`src/rtl/av_sprite_arbiter.sv`:
```
// -----------------------------------------------------------------------------
// av_sprite_arbiter
//
// Round-robin scheduler sharing one synchronous-read sprite ROM port among the
// six per-string note renderers. One request is granted per clk65 cycle. The
// granted request drives the shared ROM address. The returned pixel word is
// routed back to its requester, tagged with a one-hot rd_valid two cycles after
// the grant.
//
// Optional feature macro: AV_ARB_STATS_EN
//   defined   -> stall_cnt is a saturating 16-bit stall counter
//   undefined -> stall_cnt is tied to zero, no counter is built
//
// Ports
//   clk65       in   pixel clock (only clock)
//   reset_n     in   asynchronous active-low reset
//   hold        in   suppress new grants (in-flight reads still complete)
//   req         in   [5:0] per-requester read request (bit i = string i+1)
//   req_sprite  in   [29:0] requester i sprite index on [5i+4:5i]
//   req_addr    in   [6*AW-1:0] requester i pixel address on [AW*i+AW-1:AW*i]
//   gnt         out  [5:0] registered one-hot grant
//   mem_en      out  ROM read strobe
//   mem_sprite  out  [4:0] ROM sprite select
//   mem_addr    out  [AW-1:0] ROM pixel address
//   mem_rdata   in   [DW-1:0] ROM data, valid one cycle after mem_en
//   rd_valid    out  [5:0] one-hot data-return strobe
//   rd_data     out  [DW-1:0] returned pixel word
//   stall_cnt   out  [15:0] arbitration stall counter
// -----------------------------------------------------------------------------
module av_sprite_arbiter #(
  parameter int N_SPRITES = 18,
  parameter int AW        = 10,
  parameter int DW        = 13
) (
  input  logic            clk65,
  input  logic            reset_n,
  input  logic            hold,
  input  logic [5:0]      req,
  input  logic [29:0]     req_sprite,
  input  logic [6*AW-1:0] req_addr,
  output logic [5:0]      gnt,
  output logic            mem_en,
  output logic [4:0]      mem_sprite,
  output logic [AW-1:0]   mem_addr,
  input  logic [DW-1:0]   mem_rdata,
  output logic [5:0]      rd_valid,
  output logic [DW-1:0]   rd_data,
  output logic [15:0]     stall_cnt
);

  localparam logic [31:0] N_SPR_L = 32'(N_SPRITES);

  logic [4:0]    sprite_arr [6];
  logic [AW-1:0] addr_arr   [6];
  logic [5:0]    elig;

  logic [2:0]    last_reg;
  logic [2:0]    win;
  logic          found;
  logic          grant_fire;
  logic [4:0]    sel_sprite;
  logic [AW-1:0] sel_addr;
  logic          sprite_ok;

  // Return pipeline: stage B holds the tag of the grant whose ROM data is
  // presented on mem_rdata this cycle, plus whether that data must be zeroed.
  logic [5:0]    tag_b_reg;
  logic          tag_b_zero_reg;

  // A requester whose grant is currently showing is masked, so a requester
  // still dropping req cannot be granted twice.
  genvar gi;
  generate
    for (gi = 0; gi < 6; gi++) begin : g_unpack
      assign sprite_arr[gi] = req_sprite[5*gi +: 5];
      assign addr_arr[gi]   = req_addr[AW*gi +: AW];
      assign elig[gi]       = req[gi] & ~gnt[gi];
    end
  endgenerate

  // Round-robin search starting just after the last winner, wrapping 5 -> 0.
  always_comb begin
    int idx;
    idx   = 0;
    found = 1'b0;
    win   = 3'd0;
    for (int k = 1; k <= 6; k++) begin
      idx = (int'(last_reg) + k) % 6;
      if (!found && elig[idx]) begin
        found = 1'b1;
        win   = 3'(idx);
      end
    end
  end

  assign grant_fire = found & ~hold;
  assign sel_sprite = sprite_arr[win];
  assign sel_addr   = addr_arr[win];
  assign sprite_ok  = ({27'd0, sel_sprite} < N_SPR_L);

  always_ff @(posedge clk65 or negedge reset_n) begin
    if (!reset_n) begin
      last_reg       <= 3'd5;
      gnt            <= '0;
      mem_en         <= 1'b0;
      mem_sprite     <= '0;
      mem_addr       <= '0;
      tag_b_reg      <= '0;
      tag_b_zero_reg <= 1'b0;
      rd_valid       <= '0;
      rd_data        <= '0;
    end else begin
      if (grant_fire) begin
        gnt        <= 6'd1 << win;
        last_reg   <= win;
        mem_sprite <= sel_sprite;
        mem_addr   <= sel_addr;
        // Out-of-range sprites are still granted but never touch the ROM.
        mem_en     <= sprite_ok;
      end else begin
        gnt    <= '0;
        mem_en <= 1'b0;
      end

      // A grant without a ROM strobe is an invalid-sprite grant.
      tag_b_reg      <= gnt;
      tag_b_zero_reg <= ~mem_en;

      rd_valid <= tag_b_reg;
      if (|tag_b_reg) begin
        rd_data <= tag_b_zero_reg ? '0 : mem_rdata;
      end
    end
  end

`ifdef AV_ARB_STATS_EN
  logic        more_than_one;
  logic        stall_event;
  logic [15:0] stall_reg;

  // A stall is any cycle leaving an eligible requester ungranted: either hold
  // blocks everyone, or more than one is eligible and only one can win.
  assign more_than_one = |(elig & (elig - 6'd1));
  assign stall_event   = (|elig) & (hold | more_than_one);

  always_ff @(posedge clk65 or negedge reset_n) begin
    if (!reset_n) begin
      stall_reg <= '0;
    end else if (stall_event && stall_reg != 16'hFFFF) begin
      stall_reg <= stall_reg + 16'd1;
    end
  end

  assign stall_cnt = stall_reg;
`else
  assign stall_cnt = 16'h0;
`endif

endmodule
```
`config.mk`:
```
export PLATFORM = sky130hd
export DESIGN_NAME = av_sprite_arbiter
export DESIGN_NICKNAME = d
export VERILOG_FILES = /design/src/rtl/av_sprite_arbiter.sv
export SDC_FILE = /design/constraint.sdc
export NUM_CORES = 1
export LEC_CHECK = 0
export ABC_AREA = 1
export ABC_CLOCK_PERIOD_IN_PS = 6200
export BUFFER_PORTS_ARGS = -buffer_cell sky130_fd_sc_hd__buf_2
export CAP_MARGIN = 0
export CORE_MARGIN = 8
export CORE_UTILIZATION = 45
export DETAILED_ROUTE_END_ITERATION = 6
export GPL_TIMING_DRIVEN = 1
export PLACE_DENSITY = 0.76
export SLEW_MARGIN = 20
export SYNTH_ARGS = -nofsm -noshare
export SYNTH_HDL_FRONTEND = slang
export SYNTH_SLANG_ARGS = --single-unit
```
`constraint.sdc`:
```
create_clock -name clk65 -period 6.2 [get_ports clk65]
set_input_delay 1.24 -clock clk65 [delete_from_list [all_inputs] [get_ports clk65]]
set_output_delay 1.24 -clock clk65 [all_outputs]
set_load 0.01 [all_outputs]
```
==> results by stage, run 1 <==
GRT:
- The largest net degree at the start of global routing is 52.
- The first global-routing pass estimated 18,800 um of wire.
- The aggregate global-route resource usage is 0.192.
- The via count of the first global-routing pass was ~4,200.
- The initial antenna violation count is 0.
- For this run the aggregate overflow at the end of global routing stands at 0.

Floorplan:
- The die covers ~12,000 um^2.
- 169 I/O pins were placed.
- From left edge to right edge, the die measures roughly 110 um.
- The starting density of the core is 0.453.
- After floorplanning, the core was divided into 34 placement rows.
- The core box area is about 8600 um^2.
- The die height is approximately 110 um.

Layout:
- The growth of design area from synthesis to finish is 20.1%.
- The largest registers in the layout are rd_data: 13 flops, mem_addr: 10 flops.
- The register with the highest flop count is rd_data.
- The diode insertion count for antenna repair is 0.
- The number of nets in the final layout is 830.
- The share of final-layout standard cells stronger than drive strength 1 is 0.303.
- The number of flip-flops under the largest register name is 13.

Routing:
- The first-pass detailed-route iteration total is 5.
- The routed layout has 4,070 vias.
- Dividing the detail-routed via count by the number of cells gives 4.98.
- The DRC violation total after the first TritonRoute iteration is 194.
- The total routed wirelength is roughly 11,000 um.
- After detailed routing, the number of remaining DRC violations is 0.
- The number of nets with antenna violations after routing is 0.
- The routed wirelength normalized by instance count is around 14 um.

Job:
- The max-cap check violation count is 0.

Timing:
- Setup repair after global routing left no endpoint under its margin.
- The portion of the clock cycle consumed by the worst path in the final layout is 0.702.
- The final max-slew violation count is 0.
- Clock skew on the completed layout was measured at roughly 0.0097 ns.
- Setup total negative slack on the finished layout was measured at 0 ns.
- The final number of setup-violating endpoints is 0.
- The number of endpoints with negative hold slack in the final report is 0.
- The final critical-path required period is about 4.4 ns.
- Static timing analysis puts the maximum clock frequency at about 230 MHz.
- For the pin with the worst max-slew slack, the measured transition is roughly 0.9 ns.
- The worst slew slack as a fraction of its limit is 0.404.

Critical path:
- Among all stages on the critical path, the largest delay is contributed by sky130_fd_sc_hd__dfstp_2.
- The arrival time reported for the critical path endpoint is 4.55 ns.
- The worst setup path is launched from a flop.
- The largest fanout of any net on the critical path is 38.
- The critical setup path kind is reg2reg.
- Among the stages of the critical path, the cell type that occurs most often is sky130_fd_sc_hd__nand2_1.
- The kind of capture point of the worst setup path is a flop.
- The critical path data required time is about 6.4 ns.
- On the worst path, the slowest cell contributes a delay of between 0.8 and 0.9 ns.

Logic synthesis:
- Of all flip-flops after synthesis, the portion carrying an async set or reset was 1.00.
- The main flop type after synthesis is sky130_fd_sc_hd__dfrtp_1.
- The number of warnings reported in the yosys synthesis log is 0.
- The count of flip-flops with a built-in enable after synthesis is 0.
- The cell accounting for the most synthesized area is sky130_fd_sc_hd__dfrtp_1.
- In the post-synthesis netlist, the biggest area contributors are sky130_fd_sc_hd__dfrtp_1, sky130_fd_sc_hd__nand2_1, sky130_fd_sc_hd__nand3_1.
- Synthesis produced a netlist whose cell count is 571.
- The synthesized area per cell is about 6.8 um^2.
- The area of the mapped netlist is around 3900 um^2.
- The fraction of post-synthesis cell area in the top cell type by area is 0.316.
- Ranked by instance count, the synthesized netlist is headed by sky130_fd_sc_hd__nand2_1, sky130_fd_sc_hd__nand3_1, sky130_fd_sc_hd__dfrtp_1, sky130_fd_sc_hd__nor2_1, sky130_fd_sc_hd__inv_1.
- By instance count, the leading cell after synthesis is sky130_fd_sc_hd__nand2_1.
- The number of different library cells in the post-synthesis netlist is 39.
- After synthesis the netlist holds a flip-flop and latch count of 51.
- The share of synthesized area occupied by flip-flops and latches is 0.330.

Clocking:
- The tree built by TritonCTS fans out to 51 sinks.
- In this run, CTS created clock tree buffers numbering 5.
- The H-tree level count is 2.
- The number of buffers inserted to repair setup after CTS is 0.
- In this run, post-CTS hold repair placed 0 buffers.
- The cell sitting at the root of the clock tree is a sky130_fd_sc_hd__clkbuf_8.
- The buffer levels on the longest clock path is 2.
- The clock input transition at the sequential cells of the worst setup and hold paths is around 0.080 ns.
- The insertion delay to the later sink of the worst-skew pair is ~0.3 ns.
- Once the clock tree was built, the resizer swapped 0 gates to a different size.
- The clock tree from TritonCTS is yes.

Placed design:
- The final weighted congestion in routability-driven placement is roughly 0.93.
- The total half-perimeter wirelength after legalization and detailed placement is around 9200 um.
- The count of buffers added on input and output ports is about 150.

Worst hold path:
- The tightest min-delay check is of the reg2reg type.

Outcome:
- The run finished with clean final reports.
-- cell usage in the layout (no fill, tap or decap), drive strengths merged, types with 2 or more instances in the layout --
cell type	instances
nand2	234
buf	153
nand3	70
dfrtp	49
nor2	46
inv	45
o21ai	29
nand4	17
conb	16
a21oi	16
ha	10
clkbuf	7
nand3b	4
o211ai	3
clkinv	3
dfstp	2
-- layout make-up --
class / instances / area (um^2)
well taps: 108 / 135
clock inverters: 1 / 5.00
repair buffers: 153 / 771
multi-input cells: 450 / 2200
fillers: 846 / 3900
inverters: 47 / 176
flip-flops and latches: 51 / 1280
clock buffers: 7 / 86.3
-- logic make-up (layout without fill, tap and decap cells) --
group | Yosys count | after routing | synth area share
xor gates and xnor gates | 1 | 1 | 0.00420
adders and majority gates | 10 | 10 | 0.0323
other | 1 | 16 | 0.000967
and+or+nand+nor | 373 | 373 | 0.436
DFF | 51 | 51 | 0.330
buffers and inverters | 85 | 208 | 0.118
AOI/OAI and AO/OA | 50 | 50 | 0.0784
-- worst max-delay path, delay by kind of cell (launching register included) --
kind,cells,cell delay [ns]
adders and majority gates,2,0.48
buffers and inverters,3,0.48
DFF,1,0.81
and+or+nand+nor,23,2.44
-- per-stage QoR --
stage / instances / cell area (um^2) / setup slack (ns) / hold slack [ns] / util
after detailed placement: 809 / 4560 / 1.91 / 0.361 / 0.533
after global routing: 817 / 4650 / 1.33 / 0.402 / 0.544
after floorplan: 586 / 3930 / 3.02 / 0.354 / -
after CTS: 817 / 4650 / 1.88 / 0.384 / 0.544
after global placement: 809 / 4560 / 2.13 / 0.359 / 0.533
final: 817 / 4650 / 1.85 / 0.384 / 0.544
-- final timing paths --
kind	from	to	slack (ns)	cells past startpoint
worst max-delay path	last_reg[0]	mem_en	1.85	28
worst min-delay path	tag_b_reg[0]	rd_valid[0]	0.38	0
worst max register to register	last_reg[0]	mem_en	1.85	28
worst min register to register	tag_b_reg[0]	rd_valid[0]	0.38	0
max in group asynchronous	reset_n	mem_sprite[3]	4.83	1
min in group asynchronous	reset_n	rd_data[5]	0.94	1
-- layer usage --
metal  share of wire  global-route usage  vias to the layer above
li1                -                   -                     2069
met1            0.41               0.236                     1806
met2            0.49               0.327                      172
met3           0.074              0.0420                       23
met4           0.025              0.0616                        0
met5               0                   0                        -
Power of run 1 is not shown: default switching activity piles up to over one toggle a cycle in this logic, so the estimate is an artifact.
==> run 2, diff against run 1 <==
--- a/config.mk
+++ b/config.mk
@@ -6,14 +6,14 @@
 export NUM_CORES = 1
 export LEC_CHECK = 0
 export ABC_AREA = 1
-export ABC_CLOCK_PERIOD_IN_PS = 6200
+export ABC_CLOCK_PERIOD_IN_PS = 3550
 export BUFFER_PORTS_ARGS = -buffer_cell sky130_fd_sc_hd__buf_2
 export CAP_MARGIN = 0
 export CORE_MARGIN = 8
-export CORE_UTILIZATION = 45
+export CORE_UTILIZATION = 44
 export DETAILED_ROUTE_END_ITERATION = 6
 export GPL_TIMING_DRIVEN = 1
-export PLACE_DENSITY = 0.76
+export PLACE_DENSITY = 0.78
 export SLEW_MARGIN = 20
 export SYNTH_ARGS = -nofsm -noshare
 export SYNTH_HDL_FRONTEND = slang
==> constraint.sdc (replaced) <==
create_clock -name clk65 -period 3.55 [get_ports clk65]
set_input_delay 0.71 -clock clk65 [delete_from_list [all_inputs] [get_ports clk65]]
set_output_delay 0.71 -clock clk65 [all_outputs]
set_load 0.01 [all_outputs]
==> run 2 against run 1 <==
Net effect:
- worst hold slack got worse by 0.0016 ns
- flip-flop and latch count is the same
- core utilization grew 7.2 points
- fmax up 27%
- count of clock-buffer cells in the layout is 1 lower
- clock skew decreased by 0.0030 ns
- routed wire length grew 12%
- final area rose by 14%
- via count rose by 7.3%
- die area is 1.9% higher
- critical path type unchanged
- critical endpoint is now mem_addr[8]
- highest routed layer unchanged
==> results by stage, run 2 (synthesis gave the netlist of run 1 again) <==
Outcome:
- The flow ran to the end, and the final reports show no timing, DRC or antenna violations.

Critical path:
- The type of origin of the critical path is a flop.
- The critical setup path kind is reg2reg.
- The largest fanout of any net on the critical path is 9.
- The arrival time reported for the critical path endpoint is between 3 and 4 ns.
- The slowest stage of the critical path is the sky130_fd_sc_hd__dfstp_2 cell.
- Data on the critical path is required at its endpoint by roughly 3.7 ns.
- The delay of the slowest critical-path stage is approximately 0.65 ns.
- The kind of capture point of the worst setup path is a flop.

Routing:
- The first detailed-routing pass took 5 iterations.
- The routed wirelength normalized by instance count is 15.0 um.
- The DRC violation total after the first TritonRoute iteration is approximately 270.
- The routed layout has approximately 4,400 vias.
- Once detail routing completed, the nets flagged for antenna violations numbered 0.
- After detailed routing, the number of remaining DRC violations is 0.
- The total routed wirelength is between 10,000 and 15,000 um.
- Using the TritonRoute via totals, the vias-per-cell ratio works out to about 5.1.

Layout:
- The combined area of the multi-input logic cells is roughly 2400 um^2.
- The number of filler instances in the final layout is 773.
- More flip-flops sit in one register than any other, and that register is rd_data.
- The share of final-layout standard cells stronger than drive strength 1 is 0.378.
- In the layout the commonest cells are sky130_fd_sc_hd__nand2_1, sky130_fd_sc_hd__buf_2, sky130_fd_sc_hd__nand3_1, sky130_fd_sc_hd__dfrtp_1, sky130_fd_sc_hd__nor2_1.
- In the final layout, the registers with the most flip-flops are rd_data: 13 flops, mem_addr: 10 flops.
- The commonest non-fill, non-tap cell in the layout is sky130_fd_sc_hd__nand2_1.
- Across the whole layout, storage elements account for ~1300 um^2.
- The register with the most flip-flops in the layout has 13 of them.
- The number of nets in the final layout is 867.
- The diode insertion count for antenna repair is 0.
- The growth of design area from synthesis to finish is 37.4%.

Timing:
- Headroom to the max-slew limit came out at 0.408.
- The number of endpoints with negative hold slack in the final report is 0.
- The worst path needs between 3 and 4 ns of the cycle, external delays included.
- Setup repair after global routing could not meet its margin everywhere.
- On the final layout, the worst hold slack is roughly 0.38 ns.
- The slew of the pin with the lowest slew margin is between 0.8 and 0.9 ns.
- The final number of setup-violating endpoints is 0.
- On the final layout, the worst clock skew is 0.00668 ns.
- The final max-slew violation count is 0.
- The portion of the clock cycle consumed by the worst path in the final layout is 0.964.
- Based on the critical path, the design can be clocked at up to between 200 and 300 MHz.

Floorplan:
- The die covers between 10,000 and 15,000 um^2.
- The number of top-level design ports is approximately 170.
- Measured along the y axis, the die boundary spans between 100 and 150 um.
- After floorplanning, the core was divided into 34 placement rows.
- The starting density of the core is 0.449.
- The total area inside the core boundary comes to 8640 um^2.
- The floorplan die width is about 110 um.

GRT:
- The via count of the first global-routing pass is 4,293.
- The aggregate global-route resource usage is 0.196.
- The first global-routing pass estimated between 15,000 and 20,000 um of wire.
- The remaining global-route overflow is 0.
- Entering global routing, the biggest net connects 52 pins.
- The initial antenna violation count was 0.

Clocking:
- The clock tree root buffer cell is sky130_fd_sc_hd__clkbuf_8.
- The later pin in the worst-skew pair is clocked with a latency of between 0.2 and 0.3 ns.
- The number of clock buffers inserted by TritonCTS is 5.
- After clock tree synthesis, the flow added hold-fix buffers numbering 0.
- Counting along the longest clock path gives a buffer depth of 2.
- CTS saw approximately 50 sinks.
- The H-tree was split into 2 levels.
- Clock-pin slew was measured on the worst setup and hold paths at around 0.090 ns.
- The clock tree from TritonCTS is yes.

Placed design:
- After legalization and detailed placement, the total HPWL measured roughly 9400 um.
- At the end of routability-driven placement, the weighted congestion stood at 0.919.
- The count of buffers added on input and output ports is 152.

Worst hold path:
- The path class of the tightest hold or removal check is reg2reg.

Job:
- Max-cap violations in this run came to 0.
run 2: cell types whose count changed in the layout (fill, tap and decap cells not counted), sizes merged:
| cell | change |
|---|---|
| buf | +35 |
| bufbuf | +1 |
| bufinv | +1 |
run 2: metal layers:
| metal | routed length [um] | part of all wire | track usage |
|---|---|---|---|
| met5 | 0 | 0 | 0 |
| met4 | 227 | 0.018 | 0.0415 |
| met3 | 914 | 0.071 | 0.0369 |
| met2 | 6360 | 0.50 | 0.331 |
| met1 | 5310 | 0.41 | 0.253 |
run 2: worst paths after layout:
kind	startpoint	end	slack, ns	cells past startpoint
setup / recovery	last_reg[0]	mem_addr[8]	0.13	27
max in group asynchronous	reset_n	last_reg[1]	2.68	1
hold reg to reg	tag_b_reg[0]	rd_valid[0]	0.38	0
hold / removal	tag_b_reg[0]	rd_valid[0]	0.38	0
setup reg to reg	last_reg[0]	mem_addr[8]	0.13	27
min in group asynchronous	reset_n	rd_data[2]	0.43	1
run 2: cell type report:
| cell class | instances | area share |
|---|---|---|
| multi-input combinational | 450 | 0.453 |
| clock inverter | 2 | 0.00728 |
| sequential | 51 | 0.240 |
| tap | 108 | 0.0254 |
| inverter | 47 | 0.0350 |
| clock buffer | 6 | 0.0155 |
| timing repair buffer | 190 | 0.224 |
run 2: stage by stage:
| step | TNS, ns | std cells | setup WS [ns] | util | instance area, um^2 |
|---|---|---|---|---|---|
| floorplan | 0 | 586 | 0.372 | - | 3930 |
| global placement | 0 | 823 | 0.111 | 0.546 | 4720 |
| detailed placement | -0.575 | 823 | -0.103 | 0.546 | 4720 |
| CTS | 0 | 834 | 0.0000382 | 0.568 | 4900 |
| global route | -0.928 | 854 | -0.0927 | 0.617 | 5330 |
| finish | 0 | 854 | 0.130 | 0.617 | 5330 |
run 2: timing repair:
| action | CTS | global route |
|---|---|---|
| pin swaps | 3 | 26 |
| setup buffers | 2 | 19 |
| gates resized for setup | 8 | 50 |
| endpoints found under the hold margin | 0 | 0 |
| gates cloned | 1 | 1 |
| endpoints found under the setup margin | 14 | 25 |
run 2: worst max-delay path, delay by kind of cell, from the launching register on:
kind / cells / cell delay, ns
AOI/OAI and AO/OA: 1 / 0.23
adders and majority gates: 2 / 0.39
buffers and inverters: 4 / 0.31
DFF: 1 / 0.65
and+or+nand+nor: 20 / 1.72
Power of run 2 is left out for the same reason.
==> run 3, diff against run 2 <==
--- a/config.mk
+++ b/config.mk
@@ -10,10 +10,11 @@
 export BUFFER_PORTS_ARGS = -buffer_cell sky130_fd_sc_hd__buf_2
 export CAP_MARGIN = 0
 export CORE_MARGIN = 8
-export CORE_UTILIZATION = 44
+export CORE_UTILIZATION = 45
+export CTS_BUF_LIST = sky130_fd_sc_hd__clkbuf_4 sky130_fd_sc_hd__clkbuf_8
 export DETAILED_ROUTE_END_ITERATION = 6
 export GPL_TIMING_DRIVEN = 1
-export PLACE_DENSITY = 0.78
+export PLACE_DENSITY = 0.79
 export SLEW_MARGIN = 20
 export SYNTH_ARGS = -nofsm -noshare
 export SYNTH_HDL_FRONTEND = slang
==> constraint.sdc (replaced) <==
create_clock -name clk65 -period 3.55 [get_ports clk65]
set_input_delay 0.71 -clock clk65 [delete_from_list [all_inputs] [get_ports clk65]]
set_output_delay 0.71 -clock clk65 [all_outputs]
set_load 0.005 [all_outputs]
==> run 3 against run 2 <==
Net effect:
- routed wire length is 1.1% lower
- core utilization decreased by 0.63 points
- non-clock buffer count fell by 2
- worst setup slack got worse by 0.0017 ns
- worst hold slack improved by 0.0028 ns
- critical endpoint is now mem_en
- cell count decreased by 0.35%
- flip-flop and latch count unchanged
- highest routed layer unchanged
- die area is 1.9% lower
- register-to-register slack barely moved
- clock skew is essentially flat
- final area decreased by 2.0%
- via count is 1.9% lower
==> results by stage, run 3 (synthesis gave the netlist of run 1 again) <==
Floorplan:
- The floorplan step defined a core boundary enclosing 8550 um^2.
- The floorplan has 34 rows.
- The die height is approximately 110 um.
- The floorplan step defined a die boundary enclosing roughly 12,000 um^2.
- The number of top-level design ports is around 170.
- The floorplan step set the die width to around 110 um.
- The starting density of the core is 0.453.

Clocking:
- Buffers inserted to repair hold after CTS numbered 0.
- The insertion delay to the later sink of the worst-skew pair is 0.30 ns.
- The clock input transition at the sequential cells of the worst setup and hold paths is 0.09 ns.
- The H-tree generated during clock tree synthesis spans 2 levels.
- Counting along the longest clock path gives a buffer depth of 2.
- TritonCTS built the clock tree.
- The clock tree root buffer cell is sky130_fd_sc_hd__clkbuf_8.
- The total number of clock tree sinks is a little over 50.
- The number of clock buffers inserted by TritonCTS is 5.

Timing:
- The number of endpoints with negative hold slack in the final report is 0.
- The slew of the pin with the lowest slew margin is roughly 0.9 ns.
- The final max-slew violation count came to 0.
- The portion of the clock cycle consumed by the worst path in the final layout is 0.964.
- The worst slew slack as a fraction of its limit is 0.400.
- The final critical-path required period is 3.42 ns.
- The worst clock skew is between 0.006 and 0.007 ns.
- Setup violations remaining at the end of the flow were counted as 0.
- Derived from the worst setup path, the maximum achievable clock frequency is about 290 MHz.

Routing:
- The first TritonRoute pass finished after 4 iterations.
- The number of vias per cell is ~5.
- The total vias in the final route is 4,285.
- The DRC violation total after the first TritonRoute iteration is between 200 and 300.
- For this run, design rule violations remaining after detail routing come to 0.
- Wires add up to 12,700 um.
- The routed wirelength normalized by instance count is 14.9 um.
- The number of nets with antenna violations after routing is 0.

Critical path:
- The master of the slowest instance on the critical path is sky130_fd_sc_hd__dfstp_2.
- The type of origin of the critical path is a flop.
- Counting stages on the worst path, the most repeated cell is sky130_fd_sc_hd__nand2_1.
- In this run the worst path has a maximum fanout of 13.
- The kind of capture point of the worst setup path is a flop.
- The arrival time reported for the critical path endpoint is between 3 and 4 ns.
- The delay of the slowest critical-path stage is ~0.60 ns.
- The critical path data required time is between 3 and 4 ns.
- The critical setup path kind is reg2reg.

GRT:
- The initial antenna violation count was 0.
- The first global-routing pass estimated between 15,000 and 20,000 um of wire.
- The remaining global-route overflow is 0.
- Entering global routing, the biggest net connects 52 pins.
- The aggregate global-route resource usage is 0.197.
- The via count of the first global-routing pass is 4,260.

Placed design:
- Detailed placement ended at an HPWL of slightly below 10,000 um.
- The number of placed instances, taps included, is about 800.
- In this run the tool buffered the top-level ports with between 150 and 200 buffer cells.
- Summing all placed instances gives a cell area of 4710 um^2.
- The final weighted congestion in routability-driven placement is between 0.9 and 1.

Layout:
- The number of filler instances in the final layout is between 700 and 800.
- The register with the highest flop count is rd_data.
- The final design instance area without fill is around 5200 um^2.
- The final layout contains 865 nets.
- The number of flip-flops under the largest register name is 13.
- The repair_antennas step left the layout with diodes totalling 0.
- Relative to the synthesized area, the layout overhead comes to 34.6%.
- The share of final-layout standard cells stronger than drive strength 1 is 0.366.
- In the layout the commonest cells are sky130_fd_sc_hd__nand2_1, sky130_fd_sc_hd__buf_2, sky130_fd_sc_hd__nand3_1, sky130_fd_sc_hd__dfrtp_1, sky130_fd_sc_hd__nor2_1.
- The number of standard cells in the final layout excluding fillers is around 850.
- The commonest non-fill, non-tap cell in the layout is sky130_fd_sc_hd__nand2_1.
- The largest registers in the layout are rd_data: 13 flops, mem_addr: 10 flops.

Worst hold path:
- The path class of the tightest hold or removal check is reg2reg.

Job:
- The max-cap check violation count is 0.

Outcome:
- The flow ran to the end, and the final reports show no timing, DRC or antenna violations.
==> run 3: layout make-up <==
| type | instances | area, um^2 | area share |
|---|---|---|---|
| sequential | 51 | 1280 | 0.245 |
| multi-input combinational | 450 | 2340 | 0.449 |
| clock buffer | 5 | 68.8 | 0.0132 |
| tap | 108 | 135 | 0.0259 |
| inverter | 47 | 181 | 0.0348 |
| timing repair buffer | 188 | 1170 | 0.225 |
| clock inverter | 2 | 37.5 | 0.00719 |
==> run 3: timing repair <==
item                                    4_1_cts  5_1_grt
cloned                                        0        2
endpoints found under the setup margin       13       25
buffers inserted                              2       20
pin swaps                                     1       23
gates resized for setup                       1       35
==> run 3: per-layer routing <==
layer  GRT usage  up-vias  wire length [um]
li1            -     2141                 -
met3      0.0461       21               941
met2       0.346      163              6520
met5           0        -                 0
met4      0.0538        0               232
met1       0.234     1960              4970
==> run 3: through the flow <==
| stage | setup slack (ns) | util | hold WS (ns) | TNS (ns) |
|---|---|---|---|---|
| floorplan | 0.372 | - | 0.354 | 0 |
| global placement | 0.121 | 0.550 | 0.359 | 0 |
| detailed placement | -0.0498 | 0.550 | 0.362 | -0.168 |
| CTS | 0.0107 | 0.566 | 0.387 | 0 |
| global route | -0.0622 | 0.610 | 0.398 | -0.312 |
| finish | 0.128 | 0.610 | 0.385 | 0 |
==> run 3: worst paths after layout <==
path | start | to | slack [ns] | depth (start not counted)
worst max register to register | last_reg[0] | mem_en | 0.13 | 27
max in group asynchronous | reset_n | last_reg[1] | 2.65 | 1
worst min register to register | tag_b_reg[1] | rd_valid[1] | 0.39 | 0
min in group asynchronous | reset_n | rd_data[10] | 0.43 | 1
worst max-delay path | last_reg[0] | mem_en | 0.13 | 27
worst min-delay path | tag_b_reg[1] | rd_valid[1] | 0.39 | 0
==> run 3: critical path: cells and delay by family, from the launching register on <==
kind            cells  cell delay [ns]
simple gates       18             1.59
flops               1             0.60
buf+inv             5             0.52
fa+ha+maj           2             0.40
compound gates      2             0.25
Power of run 3 is left out for the same reason.
